===== src/rtl/overcooked_pkg.sv =====
// Shared types for the per-player controllers: facing direction and player state encodings.
package overcooked_pkg;

    typedef enum logic [1:0] {
        DIR_L = 2'd0,
        DIR_R = 2'd1,
        DIR_U = 2'd2,
        DIR_D = 2'd3
    } dir_t;

    typedef enum logic [3:0] {
        ST_IDLE       = 4'd0,
        ST_WALK       = 4'd1,
        ST_CHOP       = 4'd2,
        ST_CARRY_IDLE = 4'd3,
        ST_CARRY_WALK = 4'd4
    } pstate_t;

    // Single-axis pick: up > down > left > right.
    function automatic dir_t pick_dir(input logic up, input logic down,
                                      input logic left, input logic right);
        if (up)
            return DIR_U;
        else if (down)
            return DIR_D;
        else if (left)
            return DIR_L;
        else
            return DIR_R;
    endfunction

endpackage


===== src/rtl/player_motion_ctrl_if.sv =====
// Button inputs and sprite/game-logic outputs of one player controller.
interface player_motion_ctrl_if #(parameter int COORD_W = 9);

    logic               left;
    logic               right;
    logic               up;
    logic               down;
    logic               chop;
    logic               carry;
    logic [3:0]         blocked;
    logic [1:0]         player_direction;
    logic [COORD_W-1:0] player_loc_x;
    logic [COORD_W-1:0] player_loc_y;
    logic [3:0]         player_state;
    logic               holding;
    logic [1:0]         anim_frame;
    logic               chop_done;

    modport master (
        output left, right, up, down, chop, carry, blocked,
        input  player_direction, player_loc_x, player_loc_y, player_state,
               holding, anim_frame, chop_done
    );

    modport slave (
        input  left, right, up, down, chop, carry, blocked,
        output player_direction, player_loc_x, player_loc_y, player_state,
               holding, anim_frame, chop_done
    );

endinterface


===== src/rtl/player_chop_timer.sv =====
// Chop hold timer: counts frames while chop is held and pulses chop_done on the completing frame.
module player_chop_timer #(
    parameter int CHOP_FRAMES = 60
) (
    input  logic vsync,
    input  logic reset_n,
    input  logic run,
    output logic expire,
    output logic chop_done
);

    localparam int CW = (CHOP_FRAMES > 2) ? $clog2(CHOP_FRAMES) : 1;
    // Count sits one below the target when the completing increment is about to happen.
    localparam logic [CW-1:0] PRE_LAST = CW'(CHOP_FRAMES - 2);

    logic [CW-1:0] cnt_q;

    assign expire = run && (cnt_q == PRE_LAST);

    always_ff @(negedge vsync or negedge reset_n) begin
        if (!reset_n) begin
            cnt_q     <= '0;
            chop_done <= 1'b0;
        end else begin
            chop_done <= expire;
            if (run && !expire)
                cnt_q <= cnt_q + CW'(1);
            else
                cnt_q <= '0;
        end
    end

endmodule


===== src/rtl/player_motion_ctrl.sv =====
// Per-player movement/action controller, updated on the falling edge of vsync.
// Define DIAG_MOVE_EN to resolve x and y independently (diagonal moves).
//
//  state          | meaning
//  ST_IDLE        | standing, empty-handed
//  ST_WALK        | moving, empty-handed
//  ST_CHOP        | chop held; movement and carry ignored
//  ST_CARRY_IDLE  | standing while holding an item
//  ST_CARRY_WALK  | moving while holding an item
module player_motion_ctrl
    import overcooked_pkg::*;
#(
    parameter int COORD_W     = 9,
    parameter int X_MIN       = 144,
    parameter int X_MAX       = 464,
    parameter int Y_MIN       = 144,
    parameter int Y_MAX       = 304,
    parameter int START_X     = 304,
    parameter int START_Y     = 208,
    parameter int STEP        = 4,
    parameter int CHOP_FRAMES = 60,
    parameter int ANIM_DIV    = 8
) (
    input  logic                 vsync,
    input  logic                 reset_n,
    player_motion_ctrl_if.slave  bus
);

    typedef logic [COORD_W:0] wide_t;

    localparam wide_t XLO = wide_t'(X_MIN);
    localparam wide_t XHI = wide_t'(X_MAX);
    localparam wide_t YLO = wide_t'(Y_MIN);
    localparam wide_t YHI = wide_t'(Y_MAX);
    localparam wide_t STP = wide_t'(STEP);
    localparam logic [COORD_W-1:0] X0 = COORD_W'(START_X);
    localparam logic [COORD_W-1:0] Y0 = COORD_W'(START_Y);
    localparam int AW = (ANIM_DIV > 1) ? $clog2(ANIM_DIV) : 1;
    localparam logic [AW-1:0] DIV_LAST = AW'(ANIM_DIV - 1);

    // One extra bit of headroom so the clamp compare can never wrap.
    function automatic logic [COORD_W-1:0] step_pos(input logic [COORD_W-1:0] pos,
                                                     input logic inc,
                                                     input wide_t lo, input wide_t hi);
        wide_t p;
        p = {1'b0, pos};
        if (inc)
            return (p + STP > hi) ? COORD_W'(hi) : COORD_W'(p + STP);
        else
            return (p < lo + STP) ? COORD_W'(lo) : COORD_W'(p - STP);
    endfunction

    dir_t               dir_q, dir_n;
    pstate_t            state_q, state_n;
    logic [COORD_W-1:0] x_q, x_n, y_q, y_n;
    logic               holding_q, holding_n;
    logic [1:0]         anim_q, anim_n;
    logic [AW-1:0]      div_q, div_n;
    logic               carry_q;
    logic               any_dir;
    logic               chop_run;
    logic               chop_expire;
`ifdef DIAG_MOVE_EN
    dir_t               h_dir;
`endif

    assign chop_run = (state_q == ST_CHOP) && bus.chop;

    player_chop_timer #(.CHOP_FRAMES(CHOP_FRAMES)) u_chop_timer (
        .vsync     (vsync),
        .reset_n   (reset_n),
        .run       (chop_run),
        .expire    (chop_expire),
        .chop_done (bus.chop_done)
    );

    always_comb begin
        dir_n     = dir_q;
        x_n       = x_q;
        y_n       = y_q;
        state_n   = state_q;
        holding_n = holding_q;
        anim_n    = anim_q;
        div_n     = div_q;
        any_dir   = bus.up | bus.down | bus.left | bus.right;
`ifdef DIAG_MOVE_EN
        h_dir     = bus.left ? DIR_L : DIR_R;
`endif

        if (state_q == ST_CHOP) begin
            if (!bus.chop || chop_expire)
                state_n = ST_IDLE;
        end else begin
            if (bus.carry && !carry_q)
                holding_n = ~holding_q;

            if (any_dir) begin
`ifdef DIAG_MOVE_EN
                if (bus.up || bus.down) begin
                    dir_n = bus.up ? DIR_U : DIR_D;
                    if (!bus.blocked[dir_n])
                        y_n = step_pos(y_q, !bus.up, YLO, YHI);
                end
                if (bus.left || bus.right) begin
                    if (!(bus.up || bus.down))
                        dir_n = h_dir;
                    if (!bus.blocked[h_dir])
                        x_n = step_pos(x_q, !bus.left, XLO, XHI);
                end
`else
                dir_n = pick_dir(bus.up, bus.down, bus.left, bus.right);
                if (!bus.blocked[dir_n]) begin
                    case (dir_n)
                        DIR_U:   y_n = step_pos(y_q, 1'b0, YLO, YHI);
                        DIR_D:   y_n = step_pos(y_q, 1'b1, YLO, YHI);
                        DIR_L:   x_n = step_pos(x_q, 1'b0, XLO, XHI);
                        default: x_n = step_pos(x_q, 1'b1, XLO, XHI);
                    endcase
                end
`endif
                state_n = holding_n ? ST_CARRY_WALK : ST_WALK;
            end else if (state_q == ST_IDLE && bus.chop && !holding_n) begin
                state_n = ST_CHOP;
            end else begin
                state_n = holding_n ? ST_CARRY_IDLE : ST_IDLE;
            end
        end

        // Animation follows the state being entered so it restarts cleanly on every walk.
        if (state_n == ST_WALK || state_n == ST_CARRY_WALK) begin
            if (div_q == DIV_LAST) begin
                div_n  = '0;
                anim_n = anim_q + 2'd1;
            end else begin
                div_n = div_q + AW'(1);
            end
        end else begin
            div_n  = '0;
            anim_n = '0;
        end
    end

    always_ff @(negedge vsync or negedge reset_n) begin
        if (!reset_n) begin
            dir_q     <= DIR_D;
            x_q       <= X0;
            y_q       <= Y0;
            state_q   <= ST_IDLE;
            holding_q <= 1'b0;
            anim_q    <= '0;
            div_q     <= '0;
            carry_q   <= 1'b0;
        end else begin
            dir_q     <= dir_n;
            x_q       <= x_n;
            y_q       <= y_n;
            state_q   <= state_n;
            holding_q <= holding_n;
            anim_q    <= anim_n;
            div_q     <= div_n;
            carry_q   <= bus.carry;
        end
    end

    assign bus.player_direction = dir_q;
    assign bus.player_loc_x     = x_q;
    assign bus.player_loc_y     = y_q;
    assign bus.player_state     = state_q;
    assign bus.holding          = holding_q;
    assign bus.anim_frame       = anim_q;

endmodule


===== src/flat_wrapper.sv =====
// flat-port wrapper written by rule: the top's interface ports become plain ports
module player_motion_ctrl_flat import overcooked_pkg::*;
#(
    parameter int COORD_W     = 9,
    parameter int X_MIN       = 144,
    parameter int X_MAX       = 464,
    parameter int Y_MIN       = 144,
    parameter int Y_MAX       = 304,
    parameter int START_X     = 304,
    parameter int START_Y     = 208,
    parameter int STEP        = 4,
    parameter int CHOP_FRAMES = 60,
    parameter int ANIM_DIV    = 8
)
  (vsync, reset_n, bus_left, bus_right, bus_up, bus_down, bus_chop, bus_carry, bus_blocked, bus_player_direction, bus_player_loc_x, bus_player_loc_y, bus_player_state, bus_holding, bus_anim_frame, bus_chop_done);
  player_motion_ctrl_if #(.COORD_W(COORD_W)) bus_i ();
  input  logic vsync;
  input  logic reset_n;
  input wire logic [$bits(bus_i.left)-1:0] bus_left;
  input wire logic [$bits(bus_i.right)-1:0] bus_right;
  input wire logic [$bits(bus_i.up)-1:0] bus_up;
  input wire logic [$bits(bus_i.down)-1:0] bus_down;
  input wire logic [$bits(bus_i.chop)-1:0] bus_chop;
  input wire logic [$bits(bus_i.carry)-1:0] bus_carry;
  input wire logic [$bits(bus_i.blocked)-1:0] bus_blocked;
  output wire logic [$bits(bus_i.player_direction)-1:0] bus_player_direction;
  output wire logic [$bits(bus_i.player_loc_x)-1:0] bus_player_loc_x;
  output wire logic [$bits(bus_i.player_loc_y)-1:0] bus_player_loc_y;
  output wire logic [$bits(bus_i.player_state)-1:0] bus_player_state;
  output wire logic [$bits(bus_i.holding)-1:0] bus_holding;
  output wire logic [$bits(bus_i.anim_frame)-1:0] bus_anim_frame;
  output wire logic [$bits(bus_i.chop_done)-1:0] bus_chop_done;
  assign bus_i.left = bus_left;
  assign bus_i.right = bus_right;
  assign bus_i.up = bus_up;
  assign bus_i.down = bus_down;
  assign bus_i.chop = bus_chop;
  assign bus_i.carry = bus_carry;
  assign bus_i.blocked = bus_blocked;
  assign bus_player_direction = bus_i.player_direction;
  assign bus_player_loc_x = bus_i.player_loc_x;
  assign bus_player_loc_y = bus_i.player_loc_y;
  assign bus_player_state = bus_i.player_state;
  assign bus_holding = bus_i.holding;
  assign bus_anim_frame = bus_i.anim_frame;
  assign bus_chop_done = bus_i.chop_done;
  player_motion_ctrl #(.COORD_W(COORD_W), .X_MIN(X_MIN), .X_MAX(X_MAX), .Y_MIN(Y_MIN), .Y_MAX(Y_MAX), .START_X(START_X), .START_Y(START_Y), .STEP(STEP), .CHOP_FRAMES(CHOP_FRAMES), .ANIM_DIV(ANIM_DIV)) u_core (.vsync(vsync), .reset_n(reset_n), .bus(bus_i));
endmodule

===== config.mk =====
export PLATFORM = sky130hd
export DESIGN_NAME = player_motion_ctrl_flat
export DESIGN_NICKNAME = d
export VERILOG_FILES = /design/src/rtl/overcooked_pkg.sv /design/src/rtl/player_motion_ctrl_if.sv /design/src/rtl/player_chop_timer.sv /design/src/rtl/player_motion_ctrl.sv /design/src/flat_wrapper.sv
export SDC_FILE = /design/constraint.sdc
export NUM_CORES = 1
export LEC_CHECK = 0
export ABC_AREA = 1
export CAP_MARGIN = 20
export CORE_MARGIN = 10
export CORE_UTILIZATION = 45
export CTS_CLUSTER_DIAMETER = 80
export DETAILED_ROUTE_END_ITERATION = 7
export PLACE_DENSITY = 0.69
export SETUP_SLACK_MARGIN = 0.15
export SLEW_MARGIN = 15
export SYNTH_ARGS = -nofsm -noshare
export SYNTH_HDL_FRONTEND = slang
export SYNTH_SLANG_ARGS = --single-unit

===== constraint.sdc =====
create_clock -name vsync -period 2.35 [get_ports vsync]
set_clock_uncertainty 0.2 [all_clocks]
set_input_delay 0.47 -clock vsync [delete_from_list [all_inputs] [get_ports vsync]]
set_output_delay 0.47 -clock vsync [all_outputs]
set_load 0.03 [all_outputs]

# [Word-level counts from Yosys, hierarchy flattened]
# Cells that the tools add are included.
[totals] ff_bits=38 in_bits=12 out_inout_bits=28 wordCells=82
[classes] addsub=7 order_cmp=5 n_eq_ne=8 muxes=26 n_bitwise=7 reduce_logical=19
[op_table] op="9-bit two-way mux" count=4
[op_table] op="9-bit case mux with 2 select lines" count=2
[op_table] op="9-bit by 3-bit adder with 10-bit output, second input constant" count=2
[op_table] op="10-bit by 9-bit > comparator with 1-bit output, second input constant" count=2
[op_table] op="9-bit by 8-bit less-than comparator with 1-bit output, second input constant" count=2
[op_table] op="9-bit by 3-bit subtractor with 9-bit output, second input constant" count=2
[op_table] op="4-bit two-way mux" count=4
[op_table] op="2-bit two-way mux" count=7
[op_table] op="3-bit two-way mux" count=3
[op_table] op="4-bit AND reduction" count=2
[op_table] op="6-bit by 1-bit adder with 6-bit output, second input constant" count=1
[op_table] op="6-bit equality test, second input constant" count=1
[op_table] op="1-bit logical AND" count=6
[op_table] op="6-bit two-way mux" count=1
[op_table] op="2-bit equality test, second input constant" count=2
[op_table] op="4-bit by 1-bit equality test with 1-bit output, second input constant" count=1
[op_table] op="4-bit by 2-bit equality test with 1-bit output, second input constant" count=1
[op_table] op="4-bit by 3-bit equality test with 1-bit output, second input constant" count=1
[op_table] op="1-bit zero test" count=4
[op_table] op="4-bit zero test" count=1
[op_table] op="1-bit two-way mux" count=4
[op_table] op="1-bit NOT" count=4
[op_table] op="3-bit by 1-bit adder with 3-bit output, second input constant" count=1
[op_table] op="3-bit equality test, second input constant" count=1
[op_table] op="other kinds (10)" count=13

# [Logic depth before layout (Yosys ltp)]
# Gate-level depths: netlist of run 1.
[depth] ltp_word=12 ltp_mapped=11 mapped_depth_nobuf=11

# [Modules after synthesis]
# Synthesis of run 1 repeated with hierarchy kept, for this count alone.
[unflattened] hier_cells=333 area_unflattened_um2=2329.7
[modules_own_cells] mod="player_motion_ctrl" instances=1 cells_each=300 area_each_um2=1980.6 seq_area_each_um2=685.7
[modules_own_cells] mod="player_chop_timer" instances=1 cells_each=33 area_each_um2=349.1 seq_area_each_um2=175.2

==> run_summary.xml, run 1 <==
<?xml version="1.0" encoding="UTF-8"?>
<metrics>
  <group name="status">
    <metric name="result_of_the_run" unit="">finished with violations</metric>
    <metric name="violations_in_the_final_reports" unit="">setup timing</metric>
  </group>
  <group name="synthesis">
    <metric name="post_synth_num_cell_types" unit="">34</metric>
    <metric name="synthDominantAreaCellType" unit="">dfrtn_1</metric>
    <metric name="synth_seq_area_share" unit="">0.356</metric>
    <metric name="syn-instance-count" unit="">357</metric>
    <metric name="synth_enable_flop_cells" unit="">0</metric>
    <metric name="synth_top_flop_cell" unit="">dfrtn_1</metric>
    <metric name="synth_seq_cells" unit="">34</metric>
    <metric name="synthDominantCellAreaShare" unit="">0.269</metric>
    <metric name="synth.avg_cell_area" unit="µm²">6.77</metric>
    <metric name="total_standard_cell_area_after_synthesis" unit="mm²">0.00242</metric>
    <metric name="async_set_reset_flop_share_out_of_synthesis" unit="">1.00</metric>
    <metric name="ys.warnings.count" unit="">0</metric>
    <metric name="synth.area.top_cells" unit="">dfrtn_1 27%, nand2_1 15%, dfstp_2 8.7%</metric>
  </group>
  <group name="clock_network">
    <metric name="tritoncts_clock_tree" unit="">done</metric>
    <metric name="root_buffer_selected_by_cts" unit="">clkbuf_8</metric>
    <metric name="tritoncts_num_sinks" unit="">34</metric>
    <metric name="cts-root-to-sink-buffers" unit="">2</metric>
    <metric name="htreeDepth" unit="">2</metric>
    <metric name="clk_latency" unit="ns">0.36</metric>
    <metric name="clk_pin_slew" unit="ns">0.06</metric>
    <metric name="cts_made_buffers" unit="">5</metric>
  </group>
  <group name="worst_hold_path">
    <metric name="worst_hold_startpoint" unit="">u_core.u_chop_timer.cnt_q[0]</metric>
    <metric name="hold_path_depth" unit="">1</metric>
    <metric name="hp-class" unit="">flip-flop to flip-flop</metric>
    <metric name="worstHoldEndpoint" unit="">u_core.u_chop_timer.cnt_q[0]</metric>
  </group>
  <group name="worst_setup_path">
    <metric name="critical_path.startpoint_type" unit="">flip-flop</metric>
    <metric name="critical_path_cell_count" unit="">1</metric>
    <metric name="worst_endpoint_required_time" unit="ns">1.68</metric>
    <metric name="max_stage_delay" unit="ns">0.54</metric>
    <metric name="worstRegToRegCells" unit="">13</metric>
    <metric name="worst_ep_arrival_time" unit="ns">2.20</metric>
    <metric name="criticalPathCategory" unit="">flip-flop to output port</metric>
    <metric name="cp_num_buf_inv" unit="">1</metric>
    <metric name="regToRegSetupSlack" unit="ns">0.31</metric>
    <metric name="crit_chain" unit="">buf_6</metric>
    <metric name="setup.worst_path.end_class" unit="">output port</metric>
    <metric name="critPathTopFamily" unit="">flip-flops</metric>
    <metric name="worst_path_slowest_cell" unit="">dfstp_2</metric>
    <metric name="worst-path-max-fanout" unit="">2</metric>
    <metric name="regToRegStartpoint" unit="">u_core.bus.player_loc_x[2]</metric>
    <metric name="r2r-end" unit="">u_core.bus.player_loc_x[6]</metric>
  </group>
  <group name="floorplanning">
    <metric name="number_of_placement_rows" unit="">26</metric>
    <metric name="pin_count" unit="">40</metric>
    <metric name="die-height" unit="µm">93.3</metric>
    <metric name="die-width" unit="µm">93.3</metric>
    <metric name="initial_utilization" unit="">0.467</metric>
    <metric name="design.die.area" unit="mm²">0.00870</metric>
    <metric name="core_area" unit="mm²">0.00517</metric>
  </group>
  <group name="drt">
    <metric name="drc" unit="">0</metric>
    <metric name="routed-via-count" unit="">2650</metric>
    <metric name="drt_initial_violations" unit="">119</metric>
    <metric name="routed_wirelength" unit="mm">7.04</metric>
    <metric name="routedLengthMet1" unit="mm">3.03</metric>
    <metric name="detail_route.vias_per_cell" unit="">4.98</metric>
    <metric name="routed-wl-met3" unit="µm">445</metric>
    <metric name="postRouteAntennaNets" unit="">0</metric>
    <metric name="wl_per_cell" unit="µm">13.2</metric>
    <metric name="met2_wl_post_dr" unit="mm">3.50</metric>
    <metric name="drt_pre_antenna_iters" unit="">4</metric>
    <metric name="dr.max_layer_used" unit="">met4</metric>
  </group>
  <group name="run">
    <metric name="drv_cap" unit="">0</metric>
  </group>
  <group name="placed_design">
    <metric name="post-dp-hpwl" unit="mm">4.88</metric>
    <metric name="preCtsSetupSlack" unit="ns">-1.09</metric>
    <metric name="routabilityCongestion" unit="">0.887</metric>
    <metric name="placed_instance_count" unit="">501</metric>
    <metric name="numPortBuffers" unit="">35</metric>
    <metric name="post_dp_cell_area" unit="mm²">0.00322</metric>
  </group>
  <group name="pwr">
    <metric name="power_report.internal_total" unit="µW">2200</metric>
    <metric name="power.static_leakage" unit="µW">0.00200</metric>
    <metric name="power_frac_comb" unit="">0.626</metric>
    <metric name="sequentialPowerShare" unit="">0.218</metric>
    <metric name="p_per_area" unit="mW/mm²">1030</metric>
    <metric name="power.clock.fraction" unit="">0.156</metric>
    <metric name="switching_power_share_of_the_total" unit="">0.459</metric>
    <metric name="worst_vdd_drop" unit="mV">0.509</metric>
    <metric name="power.net_switching" unit="µW">1870</metric>
  </group>
  <group name="final_layout">
    <metric name="n_antenna_cell" unit="">0</metric>
    <metric name="final-instance-count-excl-fill" unit="">532</metric>
    <metric name="layout.cells.most_common" unit="">nand2_1</metric>
    <metric name="layout.cell_area.non_filler" unit="mm²">0.00393</metric>
    <metric name="synthToLayoutAreaGrowth" unit="%">62.5</metric>
    <metric name="finalNetCount" unit="">482</metric>
    <metric name="most-common-layout-cells" unit="">77 x nand2_1, 43 x inv_1, 41 x buf_6</metric>
    <metric name="post_route_cells_drive_above_1_share" unit="">0.444</metric>
  </group>
  <group name="grt">
    <metric name="first_global_vias" unit="">2539</metric>
    <metric name="grt_pass1_wl" unit="mm">11.5</metric>
    <metric name="maximum_number_of_pins_on_one_net_before_global_route_repair" unit="">20</metric>
    <metric name="initial_antenna_violation_count" unit="">0</metric>
    <metric name="grtUsageTotal" unit="">0.159</metric>
    <metric name="grt.overflow.total" unit="">0</metric>
  </group>
  <group name="sta">
    <metric name="setup_viol" unit="">46</metric>
    <metric name="timing_max_transition_violations_final" unit="">0</metric>
    <metric name="setup_tns" unit="ns">-15.81</metric>
    <metric name="finalHoldViolCount" unit="">0</metric>
    <metric name="rsz0062_at_grt" unit="">true</metric>
    <metric name="postLayoutSetupSlackWorst" unit="ns">-0.522</metric>
  </group>
</metrics>
[per-stage QoR]
step | utilization | total power, µW | hold slack, ns
after global routing | 0.759 | 4380 | 0.232
after CTS | 0.728 | 3900 | 0.222
final | 0.759 | 4060 | 0.217
after floorplan | - | 2320 | 0.179
after detailed placement | 0.623 | 3010 | 0.221
after global placement | 0.623 | 2990 | 0.198
[layer usage]
metal  GRT usage  vias up
li1            -     1322
met3      0.0432       10
met4      0.0411        0
met5           0        -
met2       0.256       79
met1       0.204     1239
[registers in the layout, indices dropped and copies added (netlist names)]
name,flops
u_core.bus.player_loc_y,7
u_core.u_chop_timer.chop_done,1
u_core.bus.player_direction,2
u_core.u_chop_timer.cnt_q,6
u_core.div_q,3
u_core.bus.player_state,4
u_core.carry_q,1
u_core.bus.holding,1
u_core.bus.player_loc_x,7
u_core.bus.anim_frame,2
[layout make-up]
class	count	area, µm²
well taps	70	87.6
multi-input cells	264	1610
repair buffers	95	957
fillers	347	1250
repair inverters	1	16.3
clock inverters	11	82.6
flip-flops and latches	34	861
inverters	52	240
clock buffers	5	68.8
[cells in the mapped netlist (2+ instances only)]
| cell type | number |
|---|---|
| nor3_1 | 6 |
| ha_1 | 9 |
| nand2_1 | 99 |
| o21ai_0 | 8 |
| inv_2 | 4 |
| a21oi_1 | 17 |
| nand4_1 | 6 |
| inv_1 | 48 |
| o21ai_1 | 3 |
| dfrtn_1 | 26 |
| nand2_2 | 4 |
| xnor2_1 | 2 |
| nand3_1 | 27 |
| buf_4 | 6 |
| nor2_2 | 2 |
| dfstp_2 | 8 |
| a21oi_2 | 4 |
| nand3_2 | 5 |
| buf_2 | 2 |
| xor2_1 | 2 |
| nor2_1 | 56 |
[power by group through the flow]
stage | logic, µW | registers (µW) | clock network (µW)
after floorplan | 1080 | 1220 | 23.6
after global placement | 2100 | 864 | 23.6
after detailed placement | 2120 | 869 | 23.6
after CTS | 2370 | 885 | 636
after global routing | 2780 | 903 | 691
final | 2540 | 885 | 636
[worst max path at each step]
stage / slack [ns] / from / endpoint
after floorplan: -0.38 / bus_carry / u_core.bus.anim_frame[0]
after global placement: -1.05 / bus_down / u_core.bus.anim_frame[1]
after detailed placement: -1.09 / bus_down / u_core.bus.anim_frame[0]
after CTS: -0.51 / u_core.bus.player_loc_x[8] / bus_player_loc_x[8]
after global routing: -0.56 / u_core.bus.player_direction[1] / bus_player_direction[1]
final: -0.52 / u_core.bus.player_loc_x[8] / bus_player_loc_x[8]
[what timing repair did]
item	in CTS	in global routing
gates cloned	1	0
gates resized for setup	117	45
pin swaps	45	26
buffers inserted	11	4
endpoints found under the setup margin	57	49
hold buffers	0	0
[cells by family (layout without fill, tap and decap cells)]
logic type                 Yosys count  count (layout)  share of synthesized area
AOI/OAI and AO/OA                   35              35                     0.0818
xor gates and xnor gates             4               4                     0.0145
adders and majority gates            9               9                     0.0466
buffers and inverters               63             164                      0.115
DFF                                 34              34                      0.356
other                                1               5                    0.00155
and+or+nand+nor                    211             211                      0.384
(Power assumes the default switching activity.)
==> run 2, diff against run 1 <==
- DONT_BUFFER_PORTS: default -> 1
- PLACE_DENSITY: 0.69 -> default
==> run 2 against run 1 <==
  * The run still ends with setup timing left
  * Final cell count fell by 8.6%
  * Utilization fell by 7.8 points
  * Cell area fell by 10%
  * Die area did not move
  * Register-to-register slack got worse by 0.09 ns
  * Flip-flop and latch count did not move
  * Wire length fell by 4.8%
  * Global-route usage fell by 0.70 points
  * Via count fell by 9.5%
  * Combinational power fell by 24%
  * Sequential share of layout area rose by 2.5 points
  * Critical path type unchanged
  * Largest power group unchanged
==> run_summary.xml, run 2 (same netlist as run 1, synthesis figures left out) <==
<?xml version="1.0" encoding="UTF-8"?>
<metrics>
  <group name="clock_network">
    <metric name="htreeDepth" unit="">2</metric>
    <metric name="tritoncts_num_sinks" unit="">34</metric>
    <metric name="clk_latency" unit="ns">0.35</metric>
    <metric name="clk_pin_slew" unit="ns">0.05</metric>
    <metric name="cts_made_buffers" unit="">5</metric>
    <metric name="root_buffer_selected_by_cts" unit="">clkbuf_8</metric>
    <metric name="cts-root-to-sink-buffers" unit="">2</metric>
    <metric name="ctsHoldBuffers" unit="">0</metric>
    <metric name="tritoncts_clock_tree" unit="">done</metric>
  </group>
  <group name="grt">
    <metric name="first_global_vias" unit="">2325</metric>
    <metric name="grtUsageTotal" unit="">0.152</metric>
    <metric name="initial_antenna_violation_count" unit="">0</metric>
    <metric name="grt_pass1_wl" unit="mm">10.9</metric>
    <metric name="maximum_number_of_pins_on_one_net_before_global_route_repair" unit="">35</metric>
    <metric name="grt.overflow.total" unit="">0</metric>
  </group>
  <group name="final_layout">
    <metric name="most-common-layout-cells" unit="">74 x nand2_1, 42 x inv_1, 42 x nor2_1</metric>
    <metric name="finalNetCount" unit="">436</metric>
    <metric name="finish.utilization" unit="">0.681</metric>
    <metric name="n_antenna_cell" unit="">0</metric>
    <metric name="fillCellCount" unit="">422</metric>
    <metric name="layout.cells.most_common" unit="">nand2_1</metric>
    <metric name="synthToLayoutAreaGrowth" unit="%">45.7</metric>
    <metric name="post_route_cells_drive_above_1_share" unit="">0.382</metric>
  </group>
  <group name="sta">
    <metric name="timing_max_transition_violations_final" unit="">0</metric>
    <metric name="rsz0062_at_grt" unit="">true</metric>
    <metric name="fin_hold_ws" unit="ns">0.203</metric>
    <metric name="setup_viol" unit="">41</metric>
    <metric name="postLayoutSetupSlackWorst" unit="ns">-0.483</metric>
    <metric name="finalHoldViolCount" unit="">0</metric>
  </group>
  <group name="pwr">
    <metric name="p_per_area" unit="mW/mm²">1030</metric>
    <metric name="power_frac_comb" unit="">0.534</metric>
    <metric name="power.clock.fraction" unit="">0.159</metric>
    <metric name="power.static_leakage" unit="µW">0.00174</metric>
    <metric name="power_report.internal_total" unit="µW">1870</metric>
    <metric name="switching_power_share_of_the_total" unit="">0.483</metric>
    <metric name="power.net_switching" unit="µW">1750</metric>
    <metric name="sequentialPowerShare" unit="">0.307</metric>
    <metric name="worst_vdd_drop" unit="mV">0.478</metric>
  </group>
  <group name="placed_design">
    <metric name="numPortBuffers" unit="">0</metric>
    <metric name="post-dp-hpwl" unit="mm">4.77</metric>
    <metric name="routabilityCongestion" unit="">0.906</metric>
  </group>
  <group name="drt">
    <metric name="drt_initial_violations" unit="">83</metric>
    <metric name="routed-via-count" unit="">2398</metric>
    <metric name="postRouteAntennaNets" unit="">0</metric>
    <metric name="drc" unit="">0</metric>
    <metric name="routed_wirelength" unit="mm">6.71</metric>
    <metric name="detail_route.vias_per_cell" unit="">4.93</metric>
    <metric name="wl_per_cell" unit="µm">13.8</metric>
    <metric name="drt_pre_antenna_iters" unit="">4</metric>
  </group>
  <group name="worst_setup_path">
    <metric name="setup.worst_path.end_class" unit="">output port</metric>
    <metric name="criticalPathCategory" unit="">flip-flop to output port</metric>
    <metric name="worst-path-max-fanout" unit="">2</metric>
    <metric name="worst_ep_arrival_time" unit="ns">2.16</metric>
    <metric name="critical_path.startpoint_type" unit="">flip-flop</metric>
    <metric name="worst_endpoint_required_time" unit="ns">1.68</metric>
  </group>
  <group name="status">
    <metric name="violations_in_the_final_reports" unit="">setup timing</metric>
    <metric name="result_of_the_run" unit="">finished with violations</metric>
  </group>
  <group name="worst_hold_path">
    <metric name="hp-class" unit="">flip-flop to flip-flop</metric>
  </group>
  <group name="floorplanning">
    <metric name="core_area" unit="mm²">0.00517</metric>
    <metric name="initial_utilization" unit="">0.467</metric>
    <metric name="pin_count" unit="">40</metric>
    <metric name="number_of_placement_rows" unit="">26</metric>
    <metric name="die-width" unit="µm">93.3</metric>
    <metric name="design.die.area" unit="mm²">0.00870</metric>
    <metric name="die-height" unit="µm">93.3</metric>
  </group>
  <group name="run">
    <metric name="drv_cap" unit="">0</metric>
  </group>
</metrics>
-- run 2: changes by cell type in the layout (fill, tap and decap cells not counted), moves of 3 or more --
cell,previous run,this run
nand2_4,9,12
dlygate4sd2_1,4,0
nand2_1,77,74
buf_6,41,10
buf_8,5,0
nand3_2,11,8
nor2_2,14,10
buf_4,38,29
buf_12,4,10
nor2_1,36,42
inv_2,9,12
-- run 2: stage by stage --
stage                     TNS, ns  instances  instance area (µm²)  setup slack, ns  power (µW)
after floorplan             -7.35        361                 2560           -0.384        2320
after global placement     -10.02        461                 2980           -0.470        2860
after detailed placement   -10.74        461                 2980           -0.515        2870
after CTS                  -10.61        482                 3340           -0.485        3540
after global routing       -12.21        486                 3520           -0.511        3930
final                      -10.74        486                 3520           -0.483        3630
-- run 2: worst register-to-register path, stage by stage, from the launching register on --
cell and delay (ns):
dfrtn_1 0.59, buf_4 0.22, ha_1 0.24, nand3_1 0.10, nand2_1 0.08, nand2_1 0.07
nor2_1 0.13, nand3_2 0.09, nand2_4 0.10, nand2_1 0.06, nand2_1 0.06, nand2_1 0.05
-- run 2: path summary, 6_finish.rpt --
| check | slack, ns | startpoint | end | cells after the start |
|---|---|---|---|---|
| worst max-delay path | -0.48 | u_core.bus.player_direction[1] | bus_player_direction[1] | 0 |
| worst min-delay path | 0.20 | u_core.u_chop_timer.cnt_q[0] | u_core.u_chop_timer.cnt_q[0] | 1 |
| worst max register to register | 0.22 | u_core.bus.player_loc_y[2] | u_core.bus.player_loc_y[5] | 11 |
| worst min register to register | 0.20 | u_core.u_chop_timer.cnt_q[0] | u_core.u_chop_timer.cnt_q[0] | 1 |
| max in group asynchronous | 0.96 | reset_n | u_core.bus.player_loc_y[7] | 0 |
| min in group asynchronous | 0.73 | reset_n | u_core.u_chop_timer.cnt_q[3] | 0 |
-- run 2: what timing repair did --
item | in CTS | in global routing
pin swaps | 25 | 15
resized for setup | 53 | 34
cloned | 2 | 0
setup buffers | 4 | 4
setup endpoints to repair | 47 | 47
-- run 2: layout make-up --
| cell class | count | area, µm² | area share |
|---|---|---|---|
| multi-input cells | 264 | 1620 | 0.461 |
| inverters | 52 | 273 | 0.0775 |
| repair inverters | 1 | 6.26 | 0.00178 |
| repair buffers | 49 | 531 | 0.151 |
| clock inverters | 9 | 33.8 | 0.00959 |
| well taps | 70 | 87.6 | 0.0249 |
| flip-flops and latches | 34 | 861 | 0.244 |
| clock buffers | 7 | 108 | 0.0306 |
-- run 2: power groups by stage --
stage / Clock [µW] / Sequential [µW] / Combinational, µW
2_1_floorplan: 23.6 / 1220 / 1080
3_3_place_gp: 23.6 / 1130 / 1710
3_5_place_dp: 23.6 / 1130 / 1720
4_1_cts: 585 / 1120 / 1830
5_1_grt: 623 / 1140 / 2170
6_report: 575 / 1110 / 1940
-- run 2: routing by layer --
layer / track usage / part of all wire
met5: 0 / 0
met4: 0.0296 / 0.0046
met3: 0.0512 / 0.085
met2: 0.256 / 0.49
met1: 0.183 / 0.42
==> run 3, diff against run 2 <==
- DONT_BUFFER_PORTS: 1 -> default
- PLACE_DENSITY: default -> 0.69
==> results of run 3 <==
The final DEF is identical to that of run 1; final timing and power are the same.
